==> src/rtl/mem_stage_pkg.sv <==
// Shared widths, opcodes and FSM encoding for the MEM pipeline stage.
// Opcode classification helpers are used by the stage and by the align logic.
package mem_stage_pkg;

    localparam int unsigned RegBus     = 32;
    localparam int unsigned RegAddrBus = 5;

    localparam logic RstEnable = 1'b1;
    localparam logic Stop      = 1'b1;
    localparam logic NoStop    = 1'b0;

    localparam logic [7:0] EXE_LB_OP  = 8'hE0;
    localparam logic [7:0] EXE_LBU_OP = 8'hE4;
    localparam logic [7:0] EXE_LH_OP  = 8'hE1;
    localparam logic [7:0] EXE_LHU_OP = 8'hE5;
    localparam logic [7:0] EXE_LW_OP  = 8'hE3;
    localparam logic [7:0] EXE_LL_OP  = 8'hF0;
    localparam logic [7:0] EXE_SB_OP  = 8'hE8;
    localparam logic [7:0] EXE_SH_OP  = 8'hE9;
    localparam logic [7:0] EXE_SW_OP  = 8'hEB;
    localparam logic [7:0] EXE_SC_OP  = 8'hF8;

    typedef enum logic [1:0] {
        MEM_IDLE = 2'b00,
        MEM_BUSY = 2'b01,
        MEM_DONE = 2'b10
    } mem_state_e;

    function automatic logic is_load(input logic [7:0] op);
        case (op)
            EXE_LB_OP, EXE_LBU_OP, EXE_LH_OP,
            EXE_LHU_OP, EXE_LW_OP, EXE_LL_OP: return 1'b1;
            default:                          return 1'b0;
        endcase
    endfunction

    function automatic logic is_store(input logic [7:0] op);
        case (op)
            EXE_SB_OP, EXE_SH_OP, EXE_SW_OP, EXE_SC_OP: return 1'b1;
            default:                                    return 1'b0;
        endcase
    endfunction

endpackage

==> src/rtl/mem_stage_if.sv <==
// Request/acknowledge data bus between the MEM stage (master) and memory (slave).
interface mem_stage_if;
    import mem_stage_pkg::*;

    logic              req;
    logic              we;
    logic [RegBus-1:0] addr;
    logic [3:0]        sel;
    logic [RegBus-1:0] wdata;
    logic [RegBus-1:0] rdata;
    logic              ack;

    modport master (output req, we, addr, sel, wdata, input rdata, ack);
    modport slave  (input req, we, addr, sel, wdata, output rdata, ack);

endinterface

==> src/rtl/mem_stage_align.sv <==
// Big-endian byte-lane logic: store byte enables/data replication and
// load lane extraction with sign or zero extension.
module mem_align
    import mem_stage_pkg::*;
(
    input  logic [7:0]        aluop,
    input  logic [1:0]        addr_lo,
    input  logic [RegBus-1:0] reg2,
    input  logic [RegBus-1:0] rdata,
    output logic [3:0]        sel,
    output logic [RegBus-1:0] wdata,
    output logic [RegBus-1:0] load_data
);

    logic [7:0]  lane_byte;
    logic [15:0] lane_half;

    always_comb begin
        case (addr_lo)
            2'b00:   lane_byte = rdata[31:24];
            2'b01:   lane_byte = rdata[23:16];
            2'b10:   lane_byte = rdata[15:8];
            default: lane_byte = rdata[7:0];
        endcase
        lane_half = addr_lo[1] ? rdata[15:0] : rdata[31:16];
    end

    always_comb begin
        sel       = '0;
        wdata     = reg2;
        load_data = '0;
        case (aluop)
            EXE_LB_OP: begin
                sel       = 4'b1000 >> addr_lo;
                load_data = {{24{lane_byte[7]}}, lane_byte};
            end
            EXE_LBU_OP: begin
                sel       = 4'b1000 >> addr_lo;
                load_data = {24'h000000, lane_byte};
            end
            EXE_LH_OP: begin
                sel       = addr_lo[1] ? 4'b0011 : 4'b1100;
                load_data = {{16{lane_half[15]}}, lane_half};
            end
            EXE_LHU_OP: begin
                sel       = addr_lo[1] ? 4'b0011 : 4'b1100;
                load_data = {16'h0000, lane_half};
            end
            EXE_LW_OP, EXE_LL_OP: begin
                sel       = '1;
                load_data = rdata;
            end
            EXE_SB_OP: begin
                sel   = 4'b1000 >> addr_lo;
                wdata = {4{reg2[7:0]}};
            end
            EXE_SH_OP: begin
                sel   = addr_lo[1] ? 4'b0011 : 4'b1100;
                wdata = {2{reg2[15:0]}};
            end
            EXE_SW_OP, EXE_SC_OP: sel = '1;
            default: ;
        endcase
    end

endmodule

==> src/rtl/mem_stage.sv <==
// MEM pipeline stage: issues loads/stores on the data bus, stalls until ack,
// resolves LL/SC link bit, and passes non-memory instructions straight through.
module mem_stage
    import mem_stage_pkg::*;
(
    input  logic                  clk,
    input  logic                  rst,

    input  logic [RegAddrBus-1:0] wd_i,
    input  logic                  wreg_i,
    input  logic [RegBus-1:0]     wdata_i,
    input  logic [RegBus-1:0]     hi_i,
    input  logic [RegBus-1:0]     lo_i,
    input  logic                  whilo_i,
    input  logic [7:0]            aluop_i,
    input  logic [RegBus-1:0]     mem_addr_i,
    input  logic [RegBus-1:0]     reg2_i,
    input  logic [5:0]            stall,
    input  logic                  LLbit_i,
    input  logic                  wb_LLbit_we,
    input  logic                  wb_LLbit_value,

    mem_stage_if.master           dbus,

    output logic [RegAddrBus-1:0] wd_o,
    output logic                  wreg_o,
    output logic [RegBus-1:0]     wdata_o,
    output logic [RegBus-1:0]     hi_o,
    output logic [RegBus-1:0]     lo_o,
    output logic                  whilo_o,
    output logic                  LLbit_we_o,
    output logic                  LLbit_value_o,
    output logic                  stallreq
);

    mem_state_e        state, state_next;
    logic [RegBus-1:0] cap_data;
    logic [RegBus-1:0] hold_addr, hold_wdata;
    logic [3:0]        hold_sel;
    logic              hold_we;

    logic [RegBus-1:0] word_addr, align_wdata, align_load;
    logic [3:0]        align_sel;
    logic              llbit_eff, ld, st, is_ll, is_sc, bus_op;
    logic              unused_stall;

    assign unused_stall = ^{stall[5], stall[3:0]};

    assign word_addr = {mem_addr_i[31:2], 2'b00};
    assign llbit_eff = wb_LLbit_we ? wb_LLbit_value : LLbit_i;
    assign ld        = is_load(aluop_i);
    assign st        = is_store(aluop_i);
    assign is_ll     = (aluop_i == EXE_LL_OP);
    assign is_sc     = (aluop_i == EXE_SC_OP);
    // A failed SC never touches the bus; every other load/store does.
    assign bus_op    = ld | (st & ~is_sc) | (is_sc & llbit_eff);

    mem_align u_align (
        .aluop     (aluop_i),
        .addr_lo   (mem_addr_i[1:0]),
        .reg2      (reg2_i),
        .rdata     (dbus.rdata),
        .sel       (align_sel),
        .wdata     (align_wdata),
        .load_data (align_load)
    );

    always_ff @(posedge clk) begin
        if (rst == RstEnable) begin
            state      <= MEM_IDLE;
            cap_data   <= '0;
            hold_addr  <= '0;
            hold_wdata <= '0;
            hold_sel   <= '0;
            hold_we    <= 1'b0;
        end else begin
            state <= state_next;
            if (state == MEM_IDLE && bus_op) begin
                hold_addr  <= word_addr;
                hold_wdata <= align_wdata;
                hold_sel   <= align_sel;
                hold_we    <= st;
            end
            if (dbus.ack && ((state == MEM_IDLE && bus_op) || state == MEM_BUSY))
                cap_data <= align_load;
        end
    end

    always_comb begin
        state_next    = state;
        dbus.req      = 1'b0;
        dbus.we       = 1'b0;
        dbus.addr     = word_addr;
        dbus.sel      = align_sel;
        dbus.wdata    = align_wdata;
        stallreq      = 1'b0;
        wd_o          = wd_i;
        wreg_o        = wreg_i;
        wdata_o       = wdata_i;
        hi_o          = hi_i;
        lo_o          = lo_i;
        whilo_o       = whilo_i;
        LLbit_we_o    = 1'b0;
        LLbit_value_o = 1'b0;

        case (state)
            MEM_IDLE: begin
                if (bus_op) begin
                    dbus.req   = 1'b1;
                    dbus.we    = st;
                    stallreq   = 1'b1;
                    wreg_o     = 1'b0;
                    whilo_o    = 1'b0;
                    state_next = dbus.ack ? MEM_DONE : MEM_BUSY;
                end else if (is_sc) begin
                    wdata_o = '0;
                end
            end
            MEM_BUSY: begin
                dbus.req   = 1'b1;
                dbus.we    = hold_we;
                dbus.addr  = hold_addr;
                dbus.sel   = hold_sel;
                dbus.wdata = hold_wdata;
                stallreq   = 1'b1;
                wreg_o     = 1'b0;
                whilo_o    = 1'b0;
                if (dbus.ack) state_next = MEM_DONE;
            end
            MEM_DONE: begin
                if (ld) wdata_o = cap_data;
                if (is_ll) begin
                    LLbit_we_o    = 1'b1;
                    LLbit_value_o = 1'b1;
                end
                // Reaching DONE with an SC means the link bit was set at issue.
                if (is_sc) begin
                    wdata_o       = 32'h0000_0001;
                    LLbit_we_o    = 1'b1;
                    LLbit_value_o = 1'b0;
                end
                if (stall[4] == NoStop) state_next = MEM_IDLE;
                else if (stall[4] == Stop) state_next = MEM_DONE;
            end
            default: state_next = MEM_IDLE;
        endcase

        if (rst == RstEnable) begin
            dbus.req      = 1'b0;
            dbus.we       = 1'b0;
            dbus.addr     = '0;
            dbus.sel      = '0;
            dbus.wdata    = '0;
            stallreq      = 1'b0;
            wd_o          = '0;
            wreg_o        = 1'b0;
            wdata_o       = '0;
            hi_o          = '0;
            lo_o          = '0;
            whilo_o       = 1'b0;
            LLbit_we_o    = 1'b0;
            LLbit_value_o = 1'b0;
        end
    end

endmodule

==> src/flat_wrapper.sv <==
// flat-port wrapper written by rule: the top's interface ports become plain ports
module mem_stage_flat import mem_stage_pkg::*;
  (clk, rst, wd_i, wreg_i, wdata_i, hi_i, lo_i, whilo_i, aluop_i, mem_addr_i, reg2_i, stall, LLbit_i, wb_LLbit_we, wb_LLbit_value, wd_o, wreg_o, wdata_o, hi_o, lo_o, whilo_o, LLbit_we_o, LLbit_value_o, stallreq, dbus_req, dbus_we, dbus_addr, dbus_sel, dbus_wdata, dbus_rdata, dbus_ack);
  mem_stage_if dbus_i ();
  input  logic clk;
  input  logic rst;
  input  logic [RegAddrBus-1:0] wd_i;
  input  logic wreg_i;
  input  logic [RegBus-1:0] wdata_i;
  input  logic [RegBus-1:0] hi_i;
  input  logic [RegBus-1:0] lo_i;
  input  logic whilo_i;
  input  logic [7:0] aluop_i;
  input  logic [RegBus-1:0] mem_addr_i;
  input  logic [RegBus-1:0] reg2_i;
  input  logic [5:0] stall;
  input  logic LLbit_i;
  input  logic wb_LLbit_we;
  input  logic wb_LLbit_value;
  output logic [RegAddrBus-1:0] wd_o;
  output logic wreg_o;
  output logic [RegBus-1:0] wdata_o;
  output logic [RegBus-1:0] hi_o;
  output logic [RegBus-1:0] lo_o;
  output logic whilo_o;
  output logic LLbit_we_o;
  output logic LLbit_value_o;
  output logic stallreq;
  output wire logic [$bits(dbus_i.req)-1:0] dbus_req;
  output wire logic [$bits(dbus_i.we)-1:0] dbus_we;
  output wire logic [$bits(dbus_i.addr)-1:0] dbus_addr;
  output wire logic [$bits(dbus_i.sel)-1:0] dbus_sel;
  output wire logic [$bits(dbus_i.wdata)-1:0] dbus_wdata;
  input wire logic [$bits(dbus_i.rdata)-1:0] dbus_rdata;
  input wire logic [$bits(dbus_i.ack)-1:0] dbus_ack;
  assign dbus_req = dbus_i.req;
  assign dbus_we = dbus_i.we;
  assign dbus_addr = dbus_i.addr;
  assign dbus_sel = dbus_i.sel;
  assign dbus_wdata = dbus_i.wdata;
  assign dbus_i.rdata = dbus_rdata;
  assign dbus_i.ack = dbus_ack;
  mem_stage u_core (.clk(clk), .rst(rst), .wd_i(wd_i), .wreg_i(wreg_i), .wdata_i(wdata_i), .hi_i(hi_i), .lo_i(lo_i), .whilo_i(whilo_i), .aluop_i(aluop_i), .mem_addr_i(mem_addr_i), .reg2_i(reg2_i), .stall(stall), .LLbit_i(LLbit_i), .wb_LLbit_we(wb_LLbit_we), .wb_LLbit_value(wb_LLbit_value), .dbus(dbus_i), .wd_o(wd_o), .wreg_o(wreg_o), .wdata_o(wdata_o), .hi_o(hi_o), .lo_o(lo_o), .whilo_o(whilo_o), .LLbit_we_o(LLbit_we_o), .LLbit_value_o(LLbit_value_o), .stallreq(stallreq));
endmodule
==> config.mk <==
export PLATFORM = sky130hd
export DESIGN_NAME = mem_stage_flat
export DESIGN_NICKNAME = d
export VERILOG_FILES = /design/src/rtl/mem_stage_pkg.sv /design/src/rtl/mem_stage_if.sv /design/src/rtl/mem_stage_align.sv /design/src/rtl/mem_stage.sv /design/src/flat_wrapper.sv
export SDC_FILE = /design/constraint.sdc
export NUM_CORES = 1
export LEC_CHECK = 0
export ABC_AREA = 1
export CORE_AREA = 2 2 173 209
export CTS_BUF_LIST = sky130_fd_sc_hd__clkbuf_8
export DETAILED_ROUTE_END_ITERATION = 8
export DIE_AREA = 0 0 175 211
export PLACE_DENSITY = 0.65
export SYNTH_ARGS = -nofsm -noshare
export SYNTH_HDL_FRONTEND = slang
export SYNTH_HIERARCHICAL = 1
export SYNTH_SLANG_ARGS = --single-unit
==> constraint.sdc <==
create_clock -name clk -period 2.6 [get_ports clk]
set_clock_uncertainty 0.2 [all_clocks]
set_input_delay 0.65 -clock clk [delete_from_list [all_inputs] [get_ports clk]]
set_output_delay 0.65 -clock clk [all_outputs]
set_load 0.1 [all_outputs]
## Yosys cells after proc, flatten, opt, wreduce, memory -nomap -nowiden

Cells that the tools add are included.

- Equal/unequal tests: 16
- Shift operators: 1
- Mux-type cells: 48
- Bitwise operators: 5
- Reductions and logical operators: 12

Operators by type and width:

| kind | number |
|---|---|
| 32-bit two-way mux | 11 |
| 32-bit case mux with 5 select lines | 1 |
| 32-bit case mux with 2 select lines | 2 |
| 8-bit equality test, second input constant | 10 |
| 8-bit case mux with 3 select lines | 1 |
| 1-bit two-way mux | 18 |
| 16-bit two-way mux | 1 |
| 4-bit two-way mux | 3 |
| 4-bit case mux with 3 select lines | 1 |
| 2-bit two-way mux | 4 |
| 1-bit case mux with 2 select lines | 4 |
| 4-bit OR reduction | 2 |
| 2-bit case mux with 3 select lines | 1 |
| 3-bit OR reduction | 2 |
| 6-bit OR reduction | 1 |
| 5-bit two-way mux | 1 |
| 2-bit by 1-bit equality test with 1-bit output, second input constant | 2 |
| 2-bit equality test, second input constant | 2 |
| 2-bit zero test | 2 |
| 4-bit by 2-bit right shift with 4-bit output, first input constant | 1 |
| 1-bit AND | 2 |
| 1-bit logical AND | 2 |
| 2-bit by 1-bit != test with 1-bit output, second input constant | 1 |
| 2-bit != test, second input constant | 1 |
| 5 further kinds | 6 |

- Flip-flop bits (word level): 101
- Bits of input ports: 219
- Output and inout bits: 176
- Logic and storage cells: 88

## Logic depth before layout (Yosys ltp)

- Depth after elaboration: 9
- Depth in mapped cells: 13
- Mapped depth without buffers: 12

## By module

Netlist, hierarchy kept.

Modules (own cells, without submodules):

| module | times used | cells an instance | area an instance (um2) | sequential area each (um2) |
|---|---|---|---|---|
| mem_stage | 1 | 1294 | 7056.8 | 2021.9 |
| mem_align | 1 | 334 | 1529.0 | 0.0 |

## Worst setup path before layout

No wires, ideal clock.

- Path type: input to output
- Start: input aluop_i[6]
- End: output wdata_o[0]
- Data arrival time: 3644 ps
- Data required time: 1750 ps
- Path slack: -1894 ps
- Stages on the path: 10
- Path through: nand2_1 inv_2 nand2_2 nand2_4 nand2_4 clkinv_1 buf_2 nand3_1 nand2_1 nor3_1

- Cells in the longest elaborated chain, start to end: 9
- Elaborated cells on any way between the ends: 25

RTL lines:

| what | RTL line | text |
|---|---|---|
| from (decl) | flat_wrapper.sv:13 | `input logic [7:0] aluop_i;` |
| 8-bit equality test (on tied branches) | mem_stage_pkg.sv:38, mem_stage.sv:54 |  |
| 4-bit OR reduction | mem_stage_pkg.sv:38 | `case (op)` |
| 1-bit two-way mux | mem_stage_pkg.sv:38 |  |
| 1-bit AND | mem_stage.sv:56 | `assign bus_op = ld \| (st & ~is_sc) \| (is_sc & llbit_eff);` |
| 1-bit OR (2 in a row) | mem_stage.sv:56 |  |
| 32-bit two-way mux | mem_stage.sv:108 | `if (bus_op) begin` |
| 32-bit case mux with 2 select lines * | mem_stage.sv:106 | `case (state)` |
| 32-bit two-way mux * | mem_stage.sv:148 | `if (rst == RstEnable) begin` |
| to (decl) | flat_wrapper.sv:22 | `output logic [RegBus-1:0] wdata_o;` |

Mark *: on every way between the ends. The rest lies on a longest branch, timed or not.

## Final worst setup path

- Start: input aluop_i[4]
- End: output wdata_o[22]

Same word-level chain as after synthesis.

==> summary.md <==
| Metric | Value |
|---|---|
| Routed Antenna Nets | `0` |
| Yosys reg bits | `101` |
| CTS HTree Levels | `3` |
| Setup TNS | `-27440 ps` |
| Die Span X | `175 um` |
| Final nets | `2270` |
| Crit path kind | `in2out` |
| Layout cells sized above 1 | `39.2%` |
| Synth unique cells | `33` |
| Core area | `34800 sq um` |
| Mux contribution to synthesized area | `0%` |
| Die Y-Extent | `211 um` |
| Worst EP required | `1750 ps` |
| Fin. Hold Viols | `0` |
| Final wirelength | `42.3 mm` |
| Worst hold path class | `reg2reg` |
| First-pass GRT wire length | `62.4 mm` |
| TritonCTS Sinks | `101` |
| CP Launch Type | `input pin` |
| Max Cap Viol | `0` |
| Final non-filler cell total | `2520` |
| Pins over their slew limit | `0` |
| Synthesized area per cell | `5.27 sq um` |
| Routability cong. | `0.919` |
| Die Footprint | `36900 sq um` |
| Drt wl/cell | `16.8 um` |
| Post-Synth Simple-Gate Area | `46.2%` |
| CTS buffer count | `9` |
| Final period utilization | `119%` |
| FFs w/ async S/R, synth | `0%` |
| Final Power | `6050 uW` |
| Number of synthesized flops with an enable pin | `0` |
| Fmax | `0.323 GHz` |
| CTS tree | `done` |
| CTS root buf | `clkbuf_8` |
| Count leader, synth | `nor2_1` |
| Gr ovfl total | `0` |
| Largest net degree at the start of global routing | `53` |
| Failing checks | `negative setup slack` |
| Unrepaired setup endpoints after global routing | `true` |
| Post-DP HPWL | `30.5 mm` |
| Worst Path Max Fanout | `8` |
| Synth-to-Final Area Change | `121%` |
| Router iterations before antenna repair | `5` |
| Top post-synthesis cells by area | `dfxtp_1 (24%), nor2_1 (18%), nand2_1 (16%)` |
| Critical Path AT | `2240 ps` |
| VDD IR max | `0.231 mV` |
| Top-area cell type share of the netlist area | `23.5%` |
| Post-synth top area cell | `dfxtp_1` |
| Endpoint class of the critical path | `output pin` |
| Minimum clock period | `3090 ps` |
| Initial antenna violation count | `5` |
| Status | `finished with violations` |
| PwrDens | `319 nW/um^2` |
| Compound-Gate Fraction of Synth Area | `13.2%` |
| Initial Util | `24.7%` |
| Post-synthesis adder-cell area fraction | `0%` |
| Total I/O pin count | `395` |
| Number of global-route vias before repair | `11.7k` |
| Register area share after synthesis | `23.5%` |
| Cell Rows | `75` |
| Combinational family with the most area after synthesis | `simple AND/OR/NAND/NOR gates` |
| Vias after detailed routing | `12.0k` |
| Synth Area in XOR/XNOR | `0%` |
| GRT Total Usage | `21.3%` |
| Syn. warnings | `6` |
| Main synth FF type | `dfxtp_1` |
| DRC viols | `0` |
| CTS max path bufs | `2` |
| Leak Pwr | `0.00825 uW` |
| DP Area | `17100 sq um` |
| Clock transition at path regs | `110 ps` |
| Area of the mapped netlist | `8590 sq um` |
| Worst setup margin | `-492 ps` |
| Via/cell ratio | `4.76` |
| Final setup fails | `74` |
| Post-placement cell count | `2469` |
| Clk Latency, worst-skew pair | `380 ps` |
| Top cells by count, synth | `nor2_1 (415), nand2_1 (366), inv_1 (221)` |
| Port Buf Inserts | `387` |
| Post-route cell area | `19000 sq um` |
| Mapped Cells | `1628` |
| Hold buffers post-CTS | `0` |
| Iter 0 DRT Violations | `712` |
==> worst max-delay path, cell delays in order <==
cell     delay (ps)
buf_8           100
buf_6           110
nor2_4           90
nand2_4          60
a21oi_4         230
nand2_8         120
nand3_4         110
inv_8            60
buf_4           160
o21ai_2         150
nand2_2          90
nor2_4          130
buf_12          180
==> sequential cells by signal, indices dropped and copies added, names as in the netlist <==
signal and cells:
u_core/hold_sel 4, u_core/state 2, u_core/hold_wdata 32, u_core/hold_we 1
u_core/cap_data 32, u_core/hold_addr 30
==> worst paths after layout <==
kind / end / cells after the start / slack [ps] / from
setup / recovery: wdata_o[22] / 13 / -490 / aluop_i[4]
hold / removal: u_core/hold_we / 2 / 270 / u_core/hold_we
setup reg to reg: u_core/cap_data[12] / 9 / 600 / u_core/state[1]
hold reg to reg: u_core/hold_we / 2 / 270 / u_core/hold_we
==> per-layer routing <==
layer / part of all wire (%) / global-route usage (%) / wire, um
met1: 37 / 24.0 / 15600
met2: 52 / 39.2 / 22100
met3: 6.6 / 3.91 / 2770
met4: 4.0 / 8.56 / 1710
met5: 0.099 / 0 / 42
==> repair_timing <==
item | in CTS | in global routing
setup endpoints to repair | 201 | 105
gates resized for setup | 199 | 151
pin swaps | 64 | 85
cloned | 8 | 8
setup buffers | 12 | 6
==> layout make-up <==
cell class / count / area [sq um]
clock buffers: 9 / 124
fillers: 3084 / 15800
repair buffers: 526 / 7360
inverters: 239 / 957
clock inverters: 7 / 91.3
diodes: 2 / 5.00
flip-flops and latches: 101 / 2030
multi-input cells: 1174 / 7830
well taps: 462 / 578
==> report_power, final <==
part           total [uW]  switching, uW  internal [uW]
Combinational        3350           2050           1300
Sequential           1600           18.9           1580
Clock                1100            705            393
Total                6050           2770           3280
==> metrics by stage <==
step	hold slack [ps]	setup slack (ps)	util [%]
2_1_floorplan	245	-559	-
5_1_grt	308	-565	54.5
3_5_place_dp	264	-962	49.0
4_1_cts	280	-447	52.1
3_3_place_gp	256	-936	49.0
6_report	275	-492	54.5
==> kinds of logic (layout without fill, tap and decap cells) <==
family / after synthesis / after routing
other: 1 / 4
buffers and inverters: 354 / 781
AOI/OAI and AO/OA: 219 / 219
DFF: 101 / 101
and+or+nand+nor: 953 / 953
==> layout by cell type (no fill, tap or decap), types with 23 or more instances in the layout <==
cell | netlist | final
inv_1 | 221 | 212
clkdlybuf4s50_1 | 0 | 196
dfxtp_1 | 101 | 99
nand2_4 | 2 | 23
buf_12 | 0 | 204
o21ai_2 | 1 | 54
o21ai_4 | 0 | 41
o21ai_0 | 148 | 73
nand2_2 | 6 | 46
nor2_4 | 1 | 177
nand3_1 | 101 | 67
nand2_1 | 366 | 304
nand4_1 | 38 | 38
nor2_2 | 4 | 33
nand3_2 | 13 | 38
buf_4 | 14 | 87
nor2_1 | 415 | 210
o21ai_1 | 53 | 34
No activity file was read; power rests on OpenSTA's default activity.
